[src/rtl/mem_stage_pkg.sv]
// Shared types, widths and access-size helpers for the memory-access stage.
package mem_stage_pkg;

    localparam int unsigned DATA_W     = 32;
    localparam int unsigned ADDR_W     = 32;
    localparam int unsigned REG_ADDR_W = 5;
    localparam int unsigned BE_W       = 4;
    localparam int unsigned F3_W       = 3;

    localparam logic [F3_W-1:0] LB  = 3'b000;
    localparam logic [F3_W-1:0] LH  = 3'b001;
    localparam logic [F3_W-1:0] LW  = 3'b010;
    localparam logic [F3_W-1:0] LBU = 3'b100;
    localparam logic [F3_W-1:0] LHU = 3'b101;
    localparam logic [F3_W-1:0] SB  = 3'b000;
    localparam logic [F3_W-1:0] SH  = 3'b001;
    localparam logic [F3_W-1:0] SW  = 3'b010;

    localparam logic [1:0] SZ_B = 2'b00;
    localparam logic [1:0] SZ_H = 2'b01;

    localparam logic [BE_W-1:0]   BE_ALL         = 4'b1111;
    localparam logic [ADDR_W-1:0] CPU_RESET_ADDR = 32'h0000_0000;

    typedef enum logic [1:0] {
        ST_IDLE = 2'd0,
        ST_REQ  = 2'd1,
        ST_WAIT = 2'd2
    } state_e;

    // Operation context held while the bus access is outstanding.
    typedef struct packed {
        logic                  reg_write;
        logic [REG_ADDR_W-1:0] rd;
        logic [ADDR_W-1:0]     pc;
        logic [F3_W-1:0]       funct3;
        logic [1:0]            addr_lo;
    } op_t;

    function automatic logic [BE_W-1:0] byte_enable(input logic [1:0] size,
                                                    input logic [1:0] addr_lo);
        case (size)
            SZ_B:    byte_enable = 4'b0001 << addr_lo;
            SZ_H:    byte_enable = addr_lo[1] ? 4'b1100 : 4'b0011;
            default: byte_enable = BE_ALL;
        endcase
    endfunction

    function automatic logic [DATA_W-1:0] replicate_store(input logic [1:0]        size,
                                                          input logic [DATA_W-1:0] data);
        case (size)
            SZ_B:    replicate_store = {4{data[7:0]}};
            SZ_H:    replicate_store = {2{data[15:0]}};
            default: replicate_store = data;
        endcase
    endfunction

    function automatic logic is_misaligned(input logic [1:0] size,
                                           input logic [1:0] addr_lo);
        case (size)
            SZ_B:    is_misaligned = 1'b0;
            SZ_H:    is_misaligned = addr_lo[0];
            default: is_misaligned = |addr_lo;
        endcase
    endfunction

endpackage

[src/rtl/load_align.sv]
// Lane extraction and sign/zero extension of a load response word.
module load_align
    import mem_stage_pkg::*;
(
    input  logic [DATA_W-1:0] rdata,
    input  logic [1:0]        addr_lo,
    input  logic [F3_W-1:0]   funct3,
    output logic [DATA_W-1:0] data_c
);

    logic [7:0]  byte_lane;
    logic [15:0] half_lane;

    always_comb begin
        byte_lane = rdata[7:0];
        case (addr_lo)
            2'd0:    byte_lane = rdata[7:0];
            2'd1:    byte_lane = rdata[15:8];
            2'd2:    byte_lane = rdata[23:16];
            default: byte_lane = rdata[31:24];
        endcase
        half_lane = addr_lo[1] ? rdata[31:16] : rdata[15:0];
    end

    always_comb begin
        data_c = rdata;
        case (funct3)
            LB:      data_c = {{24{byte_lane[7]}}, byte_lane};
            LH:      data_c = {{16{half_lane[15]}}, half_lane};
            LBU:     data_c = {24'h0, byte_lane};
            LHU:     data_c = {16'h0, half_lane};
            default: data_c = rdata;
        endcase
    end

endmodule

[src/rtl/mem_stage.sv]
// Memory-access stage: issues loads/stores on the req/gnt/rvalid bus and registers write-back.
// Optional MEM_MISALIGN_CHECK_EN: misaligned H/W accesses skip the bus and raise misalign_o.
module mem_stage
    import mem_stage_pkg::*;
(
    input  logic                  clk_i,
    input  logic                  rst_i,
    input  logic                  valid_i,
    input  logic [DATA_W-1:0]     alu_result_i,
    input  logic [DATA_W-1:0]     store_data_i,
    input  logic                  mem_read_i,
    input  logic                  mem_write_i,
    input  logic                  reg_write_i,
    input  logic [F3_W-1:0]       funct3_i,
    input  logic [REG_ADDR_W-1:0] rd_i,
    input  logic [ADDR_W-1:0]     pc_i,
    output logic                  stall_o,
    output logic                  dmem_req_o,
    output logic                  dmem_we_o,
    output logic [ADDR_W-1:0]     dmem_addr_o,
    output logic [DATA_W-1:0]     dmem_wdata_o,
    output logic [BE_W-1:0]       dmem_be_o,
    input  logic                  dmem_gnt_i,
    input  logic                  dmem_rvalid_i,
    input  logic [DATA_W-1:0]     dmem_rdata_i,
    output logic                  wb_valid_o,
    output logic                  wb_reg_write_o,
    output logic [REG_ADDR_W-1:0] wb_rd_o,
    output logic [DATA_W-1:0]     wb_data_o,
    output logic [ADDR_W-1:0]     pc_o
`ifdef MEM_MISALIGN_CHECK_EN
    ,
    output logic                  misalign_o
`endif
);

    state_e            state;
    op_t               op;
    logic              mem_op_c;
    logic              misalign_c;
    logic [1:0]        access_size_c;
    logic [DATA_W-1:0] load_data_c;

    assign mem_op_c      = mem_read_i | mem_write_i;
    assign access_size_c = funct3_i[1:0];
    assign stall_o       = (state != ST_IDLE);

`ifdef MEM_MISALIGN_CHECK_EN
    assign misalign_c = is_misaligned(access_size_c, alu_result_i[1:0]);
`else
    assign misalign_c = 1'b0;
`endif

    load_align u_load_align (
        .rdata   (dmem_rdata_i),
        .addr_lo (op.addr_lo),
        .funct3  (op.funct3),
        .data_c  (load_data_c)
    );

    // Stores leave no write-back data; only loads and ALU ops update wb_data_o.
    always_ff @(posedge clk_i) begin
        if (rst_i) begin
            state          <= ST_IDLE;
            op             <= '0;
            dmem_req_o     <= 1'b0;
            dmem_we_o      <= 1'b0;
            dmem_addr_o    <= '0;
            dmem_wdata_o   <= '0;
            dmem_be_o      <= '0;
            wb_valid_o     <= 1'b0;
            wb_reg_write_o <= 1'b0;
            wb_rd_o        <= '0;
            wb_data_o      <= '0;
            pc_o           <= CPU_RESET_ADDR;
`ifdef MEM_MISALIGN_CHECK_EN
            misalign_o     <= 1'b0;
`endif
        end else begin
            wb_valid_o <= 1'b0;
`ifdef MEM_MISALIGN_CHECK_EN
            misalign_o <= 1'b0;
`endif
            unique case (state)
                ST_IDLE: begin
                    if (valid_i) begin
                        op <= '{reg_write: reg_write_i, rd: rd_i, pc: pc_i,
                                funct3: funct3_i, addr_lo: alu_result_i[1:0]};
                        if (mem_op_c && !misalign_c) begin
                            dmem_req_o   <= 1'b1;
                            dmem_we_o    <= mem_write_i;
                            dmem_addr_o  <= {alu_result_i[ADDR_W-1:2], 2'b00};
                            dmem_wdata_o <= replicate_store(access_size_c, store_data_i);
                            dmem_be_o    <= byte_enable(access_size_c, alu_result_i[1:0]);
                            state        <= ST_REQ;
                        end else begin
                            wb_valid_o     <= 1'b1;
                            wb_reg_write_o <= reg_write_i & ~misalign_c;
                            wb_rd_o        <= rd_i;
                            wb_data_o      <= alu_result_i;
                            pc_o           <= pc_i;
`ifdef MEM_MISALIGN_CHECK_EN
                            misalign_o     <= misalign_c;
`endif
                        end
                    end
                end
                ST_REQ: begin
                    if (dmem_gnt_i) begin
                        dmem_req_o <= 1'b0;
                        dmem_we_o  <= 1'b0;
                        if (dmem_we_o) begin
                            wb_valid_o     <= 1'b1;
                            wb_reg_write_o <= 1'b0;
                            wb_rd_o        <= op.rd;
                            pc_o           <= op.pc;
                            state          <= ST_IDLE;
                        end else begin
                            state <= ST_WAIT;
                        end
                    end
                end
                ST_WAIT: begin
                    if (dmem_rvalid_i) begin
                        wb_valid_o     <= 1'b1;
                        wb_reg_write_o <= op.reg_write;
                        wb_rd_o        <= op.rd;
                        wb_data_o      <= load_data_c;
                        pc_o           <= op.pc;
                        state          <= ST_IDLE;
                    end
                end
                default: state <= ST_IDLE;
            endcase
        end
    end

endmodule
[config.mk]
export PLATFORM = sky130hd
export DESIGN_NAME = mem_stage
export DESIGN_NICKNAME = d
export VERILOG_FILES = /design/src/rtl/mem_stage_pkg.sv /design/src/rtl/load_align.sv /design/src/rtl/mem_stage.sv
export SDC_FILE = /design/constraint.sdc
export NUM_CORES = 1
export LEC_CHECK = 0
export ABC_AREA = 1
export CORE_MARGIN = 2
export CORE_UTILIZATION = 40
export CTS_CLUSTER_SIZE = 20
export DETAILED_ROUTE_END_ITERATION = 16
export DONT_BUFFER_PORTS = 1
export GPL_ROUTABILITY_DRIVEN = 0
export PLACE_DENSITY = 0.63
export SLEW_MARGIN = 20
export SYNTH_ARGS = -nofsm -noshare
export SYNTH_HDL_FRONTEND = slang
export SYNTH_SLANG_ARGS = --single-unit
[constraint.sdc]
create_clock -name clk_i -period 2.3 [get_ports clk_i]
set_input_delay 0.46 -clock clk_i [delete_from_list [all_inputs] [get_ports clk_i]]
set_output_delay 0.46 -clock clk_i [all_outputs]
set_load 0.03 [all_outputs]
Yosys cells after proc, flatten, opt, wreduce, memory -nomap -nowiden
Cells that the tools add are included.
Operators by class
  reduce and logical (&&, ||, !) cells: 14
  bitwise logic cells: 1
  $mul: 0
  magnitude comparators: 0
  muxes and demuxes: 47
  equality and inequality tests: 14
  add/sub/neg operators: 0
  div/mod/pow operators: 0
  shift-type cells: 1
Operator list (number)
  $mux W32: 8
  $pmux W32 S2: 2
  $pmux W32 S4: 1
  $pmux W32 S3: 1
  $mux W5: 5
  $pmux W8 S3: 1
  $mux W16: 1
  $mux W1: 15
  $pmux W5 S3: 1
  $ne A2 B2 Y1 const B: 6
  $reduce_and A4 Y1: 3
  $mux W2: 5
  $pmux W4 S2: 1
  $eq A2 B1 Y1 const B: 3
  $eq A3 B3 Y1 const B: 2
  $logic_not A2 Y1: 3
  $pmux W1 S3: 2
  $pmux W2 S3: 1
  $reduce_and A6 Y1: 1
  $reduce_bool A2 Y1: 3
  $eq A2 B2 Y1 const B: 2
  $mux W4: 1
  $pmux W1 S2: 2
  $shl A1 B2 Y4 const A: 1
  6 further kinds: 6
Storage, ports and cells
  memories: 0
  word-level logic and storage cells: 93
  latch bits: 0
  memory bits (read-only): 0
  flip-flop bits (word level): 184
  bits of input ports: 144
  output and inout bits: 142
  bits in writable memories: 0

Logic depth before layout (Yosys ltp)
  word-level depth: 5
  gate-level depth with buffers: 14
  mapped depth without buffers: 11

By module
From an unflattened synthesis, not the netlist that was laid out.
Unflattened totals
  cell total of the unflattened synthesis: 1368
  area total of the unflattened synthesis: 9017.4 µm²
Modules (own cells, without submodules)
  mem_stage: area an instance 8159.1 µm², seq. area each 3683.5 µm², times used 1, cells each 1205
  load_align: area an instance 858.3 µm², seq. area each 0.0 µm², times used 1, cells each 163

Least setup slack after synthesis
Ideal clock, no wire load.
  path type: reg-to-reg
  start: register state[0]
  end: register wb_data_o[1]
  library setup time: 122 ps
  buffers on the path: 2
  period minus slack after synthesis: 1726 ps
  setup slack: 574 ps
  arrival: 1604 ps
  stages on the path, launching flop included: 11
  required time: 2178 ps
  path through: dfxtp_1 -> inv_1 -> ha_1 -> buf_4 -> inv_2 -> nand2_1 -> a21oi_4 -> inv_2 -> buf_2 -> a21oi_1 -> a21oi_1
Between the ends
  word-level cells in the longest chain between the ends: 3
  elaborated cells on any way between the ends: 8
  those cells by class: eq/ne: 4; mux: 1; reduce/logical: 3
RTL lines
  start: declaration: RTL line mem_stage.sv:37  | state_e state;
  start signal: assignment: RTL line mem_stage.sv:64  | state <= ST_IDLE;
  start signal: assignment: RTL line mem_stage.sv:95  | state <= ST_REQ;
  start signal: assignment: RTL line mem_stage.sv:117  | state <= ST_IDLE;
  $eq A2 B2 Y1 or $logic_not A2 Y1 (tied branches): RTL line mem_stage.sv:84  | unique case (state)
  $ne A2 B2 Y1 (no source line) or $reduce_bool A2 Y1 (tied branches)
  $reduce_and A4 Y1 (no source line)
  end signal: assignment: RTL line mem_stage.sv:100  | wb_data_o <= alu_result_i;
  end signal: assignment: RTL line mem_stage.sv:128  | wb_data_o <= load_data_c;
  end: declaration: RTL line mem_stage.sv:29  | output logic [DATA_W-1:0] wb_data_o,
Several ways; a longest one is shown, not always the timed one.
A chain may end at the register's enable or synchronous reset.

Worst setup path after layout
  start: register state[1]
  end: register dmem_addr_o[8]
Between the ends
  word-level cells in the longest chain between the ends: 2
RTL lines
  $logic_not A2 Y1: RTL line mem_stage.sv:84
  $reduce_and A3 Y1 (no source line)
  end signal: assignment: RTL line mem_stage.sv:92  | dmem_addr_o <= {alu_result_i[ADDR_W-1:2], 2'b00};
  end: declaration: RTL line mem_stage.sv:20  | output logic [ADDR_W-1:0] dmem_addr_o,
No other way between the ends.

==> flow_summary.toml <==
[sta]
finalSetupViolCount = 0
finalCritPeriodShare_pct = 90.7
finalCriticalPeriod_ns = 2.09
skew_ns = 0.00937
worstMarginPinSlew_ns = 0.806
fin_ws_ns = 0.213
slew_headroom_pct = 46.2
fmax_mhz = 479
slew_violations = 0
hold_violations = 0
fin_tns_setup_ns = 0
rsz0062_at_grt = "no"

[yosys]
synthCells = 1126
ys_types = 31
syn-cell-area_mm2 = 0.00809
yosysTopAreaCellShare_pct = 45.5
yosysWarningCount = 0
async_flop_share_pct = 0
synth_largest_area_cell = "dfxtp_1"
synth-seq-cells = 184
ys_top_cells_by_count = "225 x o21ai_0, 184 x dfxtp_1, 176 x nand2_1"
ys_seq_area_share_pct = 45.5
synth_edf_count = 0
synth_area_leaders = "dfxtp_1 46%, o21ai_0 14%, a21oi_1 9.6%"
syn_avg_cell_area_um2 = 7.19
synth_ff_type = "dfxtp_1"
synth.most_common_cell = "o21ai_0"

[cts]
cts_buffers = 17
clockBufferDepth = 2
post_cts_resized = 0
clock_latency_ns = 0.43
clk_pin_slew_ns = 0.07
cts_tree = "built"
cts.sinks = 184
hold_buffers = 0
cts_setup_buffers = 0
clock-root-buffer = "clkbuf_16"
htreeDepth = 4

[floorplanning]
start_util_pct = 40.4
die_h_um = 146
dieArea_mm2 = 0.0214
rows = 52
core_mm2 = 0.0200
die_w_um = 146
io_pins = 286

[route]
wl_per_cell_um = 16.9
top_layer_used = "met4"
routed_via_density = 5.31
met2_wirelength_um = 10300
dr.pass1.iters = 5
ant_nets = 0
drt_iter0_markers = 555
met1_length_um = 10200
wl_um = 23000
remaining_drc_errors = 0
num_vias = 7213
route.met3.wl_um = 2040

[run_status]
outcome = "finished, final reports clean"

[cells_and_area]
layout.nets = 1223
instances_no_fill = 1358
drive_above_1_share_pct = 6.43
diodes = 0
area_growth_pct = 7.24

[grt]
grt_max_degree = 99
grt_pass1_wl_um = 36500
grt_pass1_vias = 6659
antenna_found_initial = 0
grt_overflow = 0
grt_usage_pct = 21.1

[placed_design]
pre_cts_ws_ns = 0.204
dp_cells = 1326
hpwlAfterDp_um = 15800
port_buffers = 0

[worst_hold_path]
hold_class = "in -> reg"

[critical_path]
cp_slowest_cell = "inv_1"
path_max_fanout = 22
path_class = "reg -> reg"
critPathTopFamily = "buffers and inverters"
crit_required_ns = 2.66
endpoint_kind = "register"
slowest_delay_ns = 0.59
crit_chain = "inv_1 > ha_2 > nand2_2 > nor2_4 > inv_1 > buf_4 > nor2_1 > nor2_1"
path_buf_inv = 3
startpoint_type = "register"
cp.arrival_ns = 2.44

[power_and_ir_drop]
power.density_mw_per_mm2 = 1180
leakage_nw = 3.62
vdd_drop_max_mv = 0.443

[job]
drv_cap = 0
-- cell families (layout without fill, tap and decap cells) --
family	after synthesis	count (layout)	share of synthesized area, %
AND/OR/NAND/NOR	351	351	17.6
adder cells (fa/ha/maj)	4	4	0.619
buffers and inverters	171	132	9.80
AO/OA/AOI/OAI	415	415	26.4
flip-flops	184	184	45.5
other	1	2	0.0463
-- stage by stage --
stage	power, mW	util (%)	instance area [um2]	hold WS, ns
floorplan	7.10	-	8100	0.489
global placement	7.53	40.6	8140	0.520
detailed placement	7.59	40.6	8140	0.526
CTS	10.4	43.3	8680	0.0773
global route	10.9	43.3	8680	0.0713
finish	10.3	43.3	8680	0.0977
-- final cells by class --
| type | count | area, um2 |
|---|---|---|
| Timing Repair Buffer | 14 | 168 |
| Inverter | 86 | 328 |
| Sequential cell | 184 | 3680 |
| Tap cell | 270 | 338 |
| Clock inverter | 11 | 88.8 |
| Multi-Input combinational cell | 772 | 3620 |
| Fill cell | 2125 | 11400 |
| Clock buffer | 21 | 450 |
-- layer usage --
metal,vias up,global-route usage [%]
met4,0,7.43
met3,38,7.72
met2,285,32.2
met1,3267,27.6
li1,3623,-
met5,-,0
-- power breakdown --
part	switching (mW)	internal, mW
clock	1.34	1.44
combinational	1.56	0.754
sequential	1.36	3.83
total	4.26	6.02
-- flip-flops by register name, summed over array words and instances, names as in the netlist --
register        cells
dmem_addr_o        30
dmem_req_o          1
wb_reg_write_o      1
wb_data_o          32
pc_o               32
dmem_wdata_o       32
dmem_we_o           1
dmem_be_o           4
state               2
wb_rd_o             5
op                 43
wb_valid_o          1
-- cells in the final DEF, fill, tap and decap left out --
master,synthesis,routed
o21ai_0,225,225
dfxtp_1,184,184
nand2_1,176,176
a21oi_1,155,155
nor2_1,125,125
inv_1,74,74
nand3_1,34,34
clkbuf_16,0,17
a31oi_1,16,16
inv_2,10,10
buf_4,10,9
o21ai_1,7,7
o211ai_1,7,7
or2_2,5,5
inv_6,0,5
buf_12,0,5
nand2_2,3,3
nor2_4,3,3
a21boi_0,3,3
ha_1,4,3
clkbuf_1,40,3
inv_4,1,2
conb_1,1,2
clkinv_2,0,2
clkinvlp_4,0,2
a21oi_4,1,1
nand3_2,1,1
nand3b_1,1,1
or2_1,1,1
nand4_1,1,1
a311oi_1,1,1
nor3_2,1,1
ha_2,0,1
inv_8,0,1
clkbuf_8,0,1
clkinv_4,0,1
-- final timing paths --
check            from        endpoint  slack [ns]  cells past startpoint
max          state[1]  dmem_addr_o[8]        0.21                      8
min reg2reg    op[12]          op[12]        0.54                      2
max reg2reg  state[1]  dmem_addr_o[8]        0.21                      8
min             rst_i       dmem_we_o         0.1                      1
(Power assumes the default switching activity.)
==> RTL change 1 (same settings) <==
The option `MEM_MISALIGN_CHECK_EN` is turned on by a define.
--- a/src/rtl/mem_stage.sv
+++ b/src/rtl/mem_stage.sv
@@ -2,2 +2,4 @@
 // Optional MEM_MISALIGN_CHECK_EN: misaligned H/W accesses skip the bus and raise misalign_o.
+`define MEM_MISALIGN_CHECK_EN
+
 module mem_stage
Formal check against the unedited RTL (old outputs only; new: misalign_o): not equivalent (a bounded check fails within 4 cycles, from zero or initial values and one cycle with rst_i high).
==> RTL change 1 against the original RTL <==
Synthesized area up 7.2%. Cell area up 8.2%. Worst setup slack better by 0.071 ns. Sequential cell count rose by 1. Die area increased by 7.0%. Fmax rose by 3.5%. Via count rose by 6.7%. Wire length rose by 10%.
Power is not compared: it rests on default switching activity, and its combinational part moved more than twofold at a synthesized area within 25%.
==> RTL change 1: results (changes against the original RTL) <==
- The routed wirelength normalized by instance count is 17.2 um (was 16.9 um).
- The worst clock skew was 0.0129 ns (was 0.00937 ns).
- The highest-delay cell along the critical path is sky130_fd_sc_hd__dfxtp_1 (was sky130_fd_sc_hd__inv_1).
- The average via count per standard cell is 5.22 (was 5.31).
- The net total in the final layout is 1334 (was 1223).
- The fraction of standard cell area that is sequential is 39.4% (was 42.5%).
- The relative slew slack came to 59.6% (was 46.2%).
- The number of logic inverters in the finished layout came to 87 (was 86).
- The layout cell share with drive strength beyond 1 is 7.01% (was 6.43%).
- The first-pass GRT wire length is 38500 um (was 36500 um).
- The number of antenna repair diodes is 1 (was 0).
- The area occupied by multi-input gates is 0.00420 sq mm (was 0.00362 sq mm).
- The fraction of the yosys area taken by sequential cells was 42.7% (was 45.5%).
- The count of non-filler cells in the finished layout is 1475 (was 1358).
- The number of global-route vias before repair is 6987 (was 6659).
- The number of cells in the design after placement is 1442 (was 1326).
- The distinct cell type count after synthesis was 29 (was 31).
- The largest net degree at the start of global routing came to 78 (was 99).
- Result of the run: completed (unchanged).
- The count of fill cells added during filler insertion came to 2184 (was 2125).
- The data arrival time of the critical path is 2.39 ns (was 2.44 ns).
- Most common library cells after synthesis: sky130_fd_sc_hd__nand2_1 (219), sky130_fd_sc_hd__nor2_1 (201), sky130_fd_sc_hd__dfxtp_1 (185) (was sky130_fd_sc_hd__o21ai_0 (225), sky130_fd_sc_hd__dfxtp_1 (184), sky130_fd_sc_hd__nand2_1 (176)).
- The area share of buffers outside the clock network is 2.48% (was 1.93%).
- The HPWL after detailed placement is 17600 um (was 15800 um).
- The maximum fanout along the worst path is 18 (was 22).
[RTL change 1: changes by cell type in the layout (fill, tap and decap cells not counted), sizes merged, moves of 16 or more]
| cell | change |
|---|---|
| o21ai | -77 |
| nand2 | +42 |
| a31oi | -16 |
| nand3 | +37 |
| mux2i | +37 |
| nor2 | +76 |
[RTL change 1: stage by stage]
stage                     setup slack, ns  hold WS [ns]  power (mW)  utilization [%]  cell area [sq um]
after floorplan                     0.476         0.455        10.3                -               8680
after global placement              0.365         0.463        11.4             41.6               8800
after detailed placement            0.313         0.474        11.5             41.6               8800
after CTS                           0.300        0.0736        14.5             44.4               9390
after global routing                0.126        0.0698        15.4             44.4               9390
final                               0.284        0.0932        14.4             44.4               9390
[RTL change 1: path summary, 6_finish.rpt]
kind | slack (ns) | to | depth (start not counted) | startpoint
setup / recovery | 0.28 | wb_data_o[2] | 10 | state[0]
hold / removal | 0.09 | dmem_we_o | 1 | rst_i
setup reg to reg | 0.28 | wb_data_o[2] | 10 | state[0]
hold reg to reg | 0.49 | op[32] | 2 | op[32]
[RTL change 1: where the power goes]
| group | leakage [nW] | internal (mW) | total, mW | switching (mW) |
|---|---|---|---|---|
| combinational | 2.36 | 1.93 | 5.34 | 3.41 |
| clock | 0.280 | 1.45 | 2.93 | 1.47 |
| sequential | 1.53 | 4.12 | 6.12 | 2.00 |
[RTL change 1: kinds of logic after synthesis]
group                    share of synthesized area (%)
multiplexers                                      4.27
buffers and inverters                             9.05
adder cells (fa/ha/maj)                          0.577
AND/OR/NAND/NOR                                   24.0
flip-flops                                        42.7
AO/OA/AOI/OAI                                     19.4
other                                           0.0432
[RTL change 1: layer usage]
metal	wire, um	track usage, %
met1	10500	27.2
met2	11700	34.3
met3	2660	8.46
met4	399	5.79
met5	0	0
==> RTL change 2 (same flow settings) <==
Without the edit above. Make the reset (`rst_i`) asynchronous in one clocked block.
--- a/src/rtl/mem_stage.sv
+++ b/src/rtl/mem_stage.sv
@@ -61,3 +61,3 @@
     // Stores leave no write-back data; only loads and ALU ops update wb_data_o.
-    always_ff @(posedge clk_i) begin
+    always_ff @(posedge clk_i or posedge rst_i) begin
         if (rst_i) begin
Formal check against the unedited RTL: differs if rst_i is asserted again (counterexample within 4 cycles, from zero or initial values and one cycle with rst_i high); with rst_i held inactive, the same outputs for 4 cycles.
==> RTL change 2 against the original RTL <==
Worst setup slack better by 0.20 ns. Cell area is 9.9% higher. Die area is 6.2% higher. Wire length is 0.32% lower. Critical endpoint is now pc_o[2]. Sequential cell count stayed put. Synthesized area is 6.4% higher. Hold slack worse by 0.054 ns.
Power is not compared: it rests on default switching activity, and its combinational part moved more than twofold at a synthesized area within 25%.
==> RTL change 2: results (changes against the original RTL) <==
- The synthesized area divided by synthesized cell count is 8.00 sq um (was 7.19 sq um).
- The highest-delay cell along the critical path was sky130_fd_sc_hd__dfrtp_1 (was sky130_fd_sc_hd__inv_1).
- The number of global-route vias before repair is 6477 (was 6659).
- The type of the worst min-delay path is in -> async (was in -> reg).
- The count of instances resized after the clock tree is built came to 0 (unchanged).
- The worst clock skew is 0.00990 ns (was 0.00937 ns).
- The total routing resource utilization after global routing is 20.0% (was 21.1%).
- Most common library cells after synthesis: sky130_fd_sc_hd__nand2_1 (330), sky130_fd_sc_hd__dfrtp_1 (184), sky130_fd_sc_hd__a21oi_1 (129) (was sky130_fd_sc_hd__o21ai_0 (225), sky130_fd_sc_hd__dfxtp_1 (184), sky130_fd_sc_hd__nand2_1 (176)).
- The fraction of the yosys area taken by sequential cells came to 53.5% (was 45.5%).
- The violation count after the first detailed-routing iteration was 325 (was 555).
- The number of cells in the design after placement came to 1305 (was 1326).
- The data arrival time of the critical path is 2.23 ns (was 2.44 ns).
- The fraction of registers with async set or reset after synthesis is 100% (was 0%).
- The xor and xnor area share after synthesis is 0% (unchanged).
- The buffer type at the clock tree root is sky130_fd_sc_hd__clkbuf_16 (unchanged).
- The leakage power is 4.59 nW.
- The pin slew with the least headroom to its limit is 0.758 ns (was 0.806 ns).
- The net total in the final layout is 1197 (was 1223).
- The adder-cell share of the synthesized area is 0.581% (was 0.619%).
- The share of the synthesized area in compound gates (AO/OA/AOI/OAI) is 17.5% (was 26.4%).
- The multiplexer share of the synthesized area came to 0% (unchanged).
- Result of the run: completed (unchanged).
- Top cells by area in the synthesized netlist: sky130_fd_sc_hd__dfrtp_1 (53%), sky130_fd_sc_hd__nand2_1 (14%), sky130_fd_sc_hd__a21oi_1 (7.5%), sky130_fd_sc_hd__o21ai_0 (4.1%), sky130_fd_sc_hd__inv_1 (3.8%) (was sky130_fd_sc_hd__dfxtp_1 (46%), sky130_fd_sc_hd__o21ai_0 (14%), sky130_fd_sc_hd__a21oi_1 (9.6%), sky130_fd_sc_hd__nand2_1 (8.2%), sky130_fd_sc_hd__nor2_1 (5.8%)).
- The detailed-router iteration count before antenna repair is 5 (unchanged).
- The total number of vias is 6821 (was 7213).
- The distinct cell type count after synthesis is 26 (was 31).
- The clock-pin slew of the registers on the worst-case setup and hold paths is 0.07 ns (about the same).
- The largest net degree at the start of global routing came to 96 (was 99).
- The HPWL after detailed placement is 16400 um (was 15800 um).
- The highest cell delay on the worst timing path came to 0.39 ns (was 0.59 ns).
- The layout cell share with drive strength beyond 1 came to 6.60% (was 6.43%).
- The number of port buffers came to 0 (unchanged).
- The routed wirelength normalized by instance count came to 17.2 um (was 16.9 um).
- The maximum fanout along the worst path is 60 (was 22).
- The final wirelength is 22900 um (was 23000 um).
- The first-pass GRT wire length is 35300 um (was 36500 um).
- The count of fill cells added during filler insertion is 2073 (was 2125).
## RTL change 2: cell count changes after synthesis, sizes merged, moves of 7 or more
| cell | before | now |
|---|---|---|
| a21oi | 156 | 131 |
| o21ai | 232 | 81 |
| inv | 85 | 97 |
| dfrtp | 0 | 184 |
| dfxtp | 184 | 0 |
| nor2 | 128 | 84 |
| o211ai | 7 | 0 |
| nand2 | 179 | 333 |
| clkbuf | 40 | 23 |
| a31oi | 16 | 23 |
| o21a | 0 | 38 |
## RTL change 2: worst paths after layout
kind,cells past startpoint,from,endpoint,slack (ns)
max in group asynchronous,2,rst_i,dmem_wdata_o[11],1.77
max reg2reg,10,state[0],pc_o[2],0.41
min,2,rst_i,state[0],0.04
min in group clk_i,2,alu_result_i[13],dmem_addr_o[13],0.15
min reg2reg,2,op[42],op[42],0.49
max,10,state[0],pc_o[2],0.41
## RTL change 2: layer usage
layer,vias up,GRT usage (%),routed length [um],share of wire [%]
met1,3175,24.9,9230,40
met5,-,0,0,0
met3,22,8.09,2370,10
li1,3376,-,-,-
met4,0,6.03,338,1.5
met2,248,32.0,11000,48
## RTL change 2: per-stage QoR
step	setup WS (ns)	instance area (sq um)
after floorplan	-0.525	8620
after global placement	0.483	8870
after detailed placement	0.405	8870
after CTS	0.386	9540
after global routing	0.188	9540
final	0.409	9540
## RTL change 2: area by class of cell
class                      instances  area share [%]
clock inverter                    13            2.51
sequential                       184            48.3
tap                              275            3.61
multi-input combinational        731            35.0
inverter                          98            3.90
timing repair buffer              17            2.26
clock buffer                      18            4.50
## RTL change 2: power by group through the flow
stage	clock network, mW	registers, mW	logic [mW]
2_1_floorplan	0	8.01	4.14
3_3_place_gp	0	8.49	4.82
3_5_place_dp	0	8.49	4.98
4_1_cts	3.45	8.46	4.97
5_1_grt	3.58	8.66	5.71
6_report	3.36	8.44	4.89
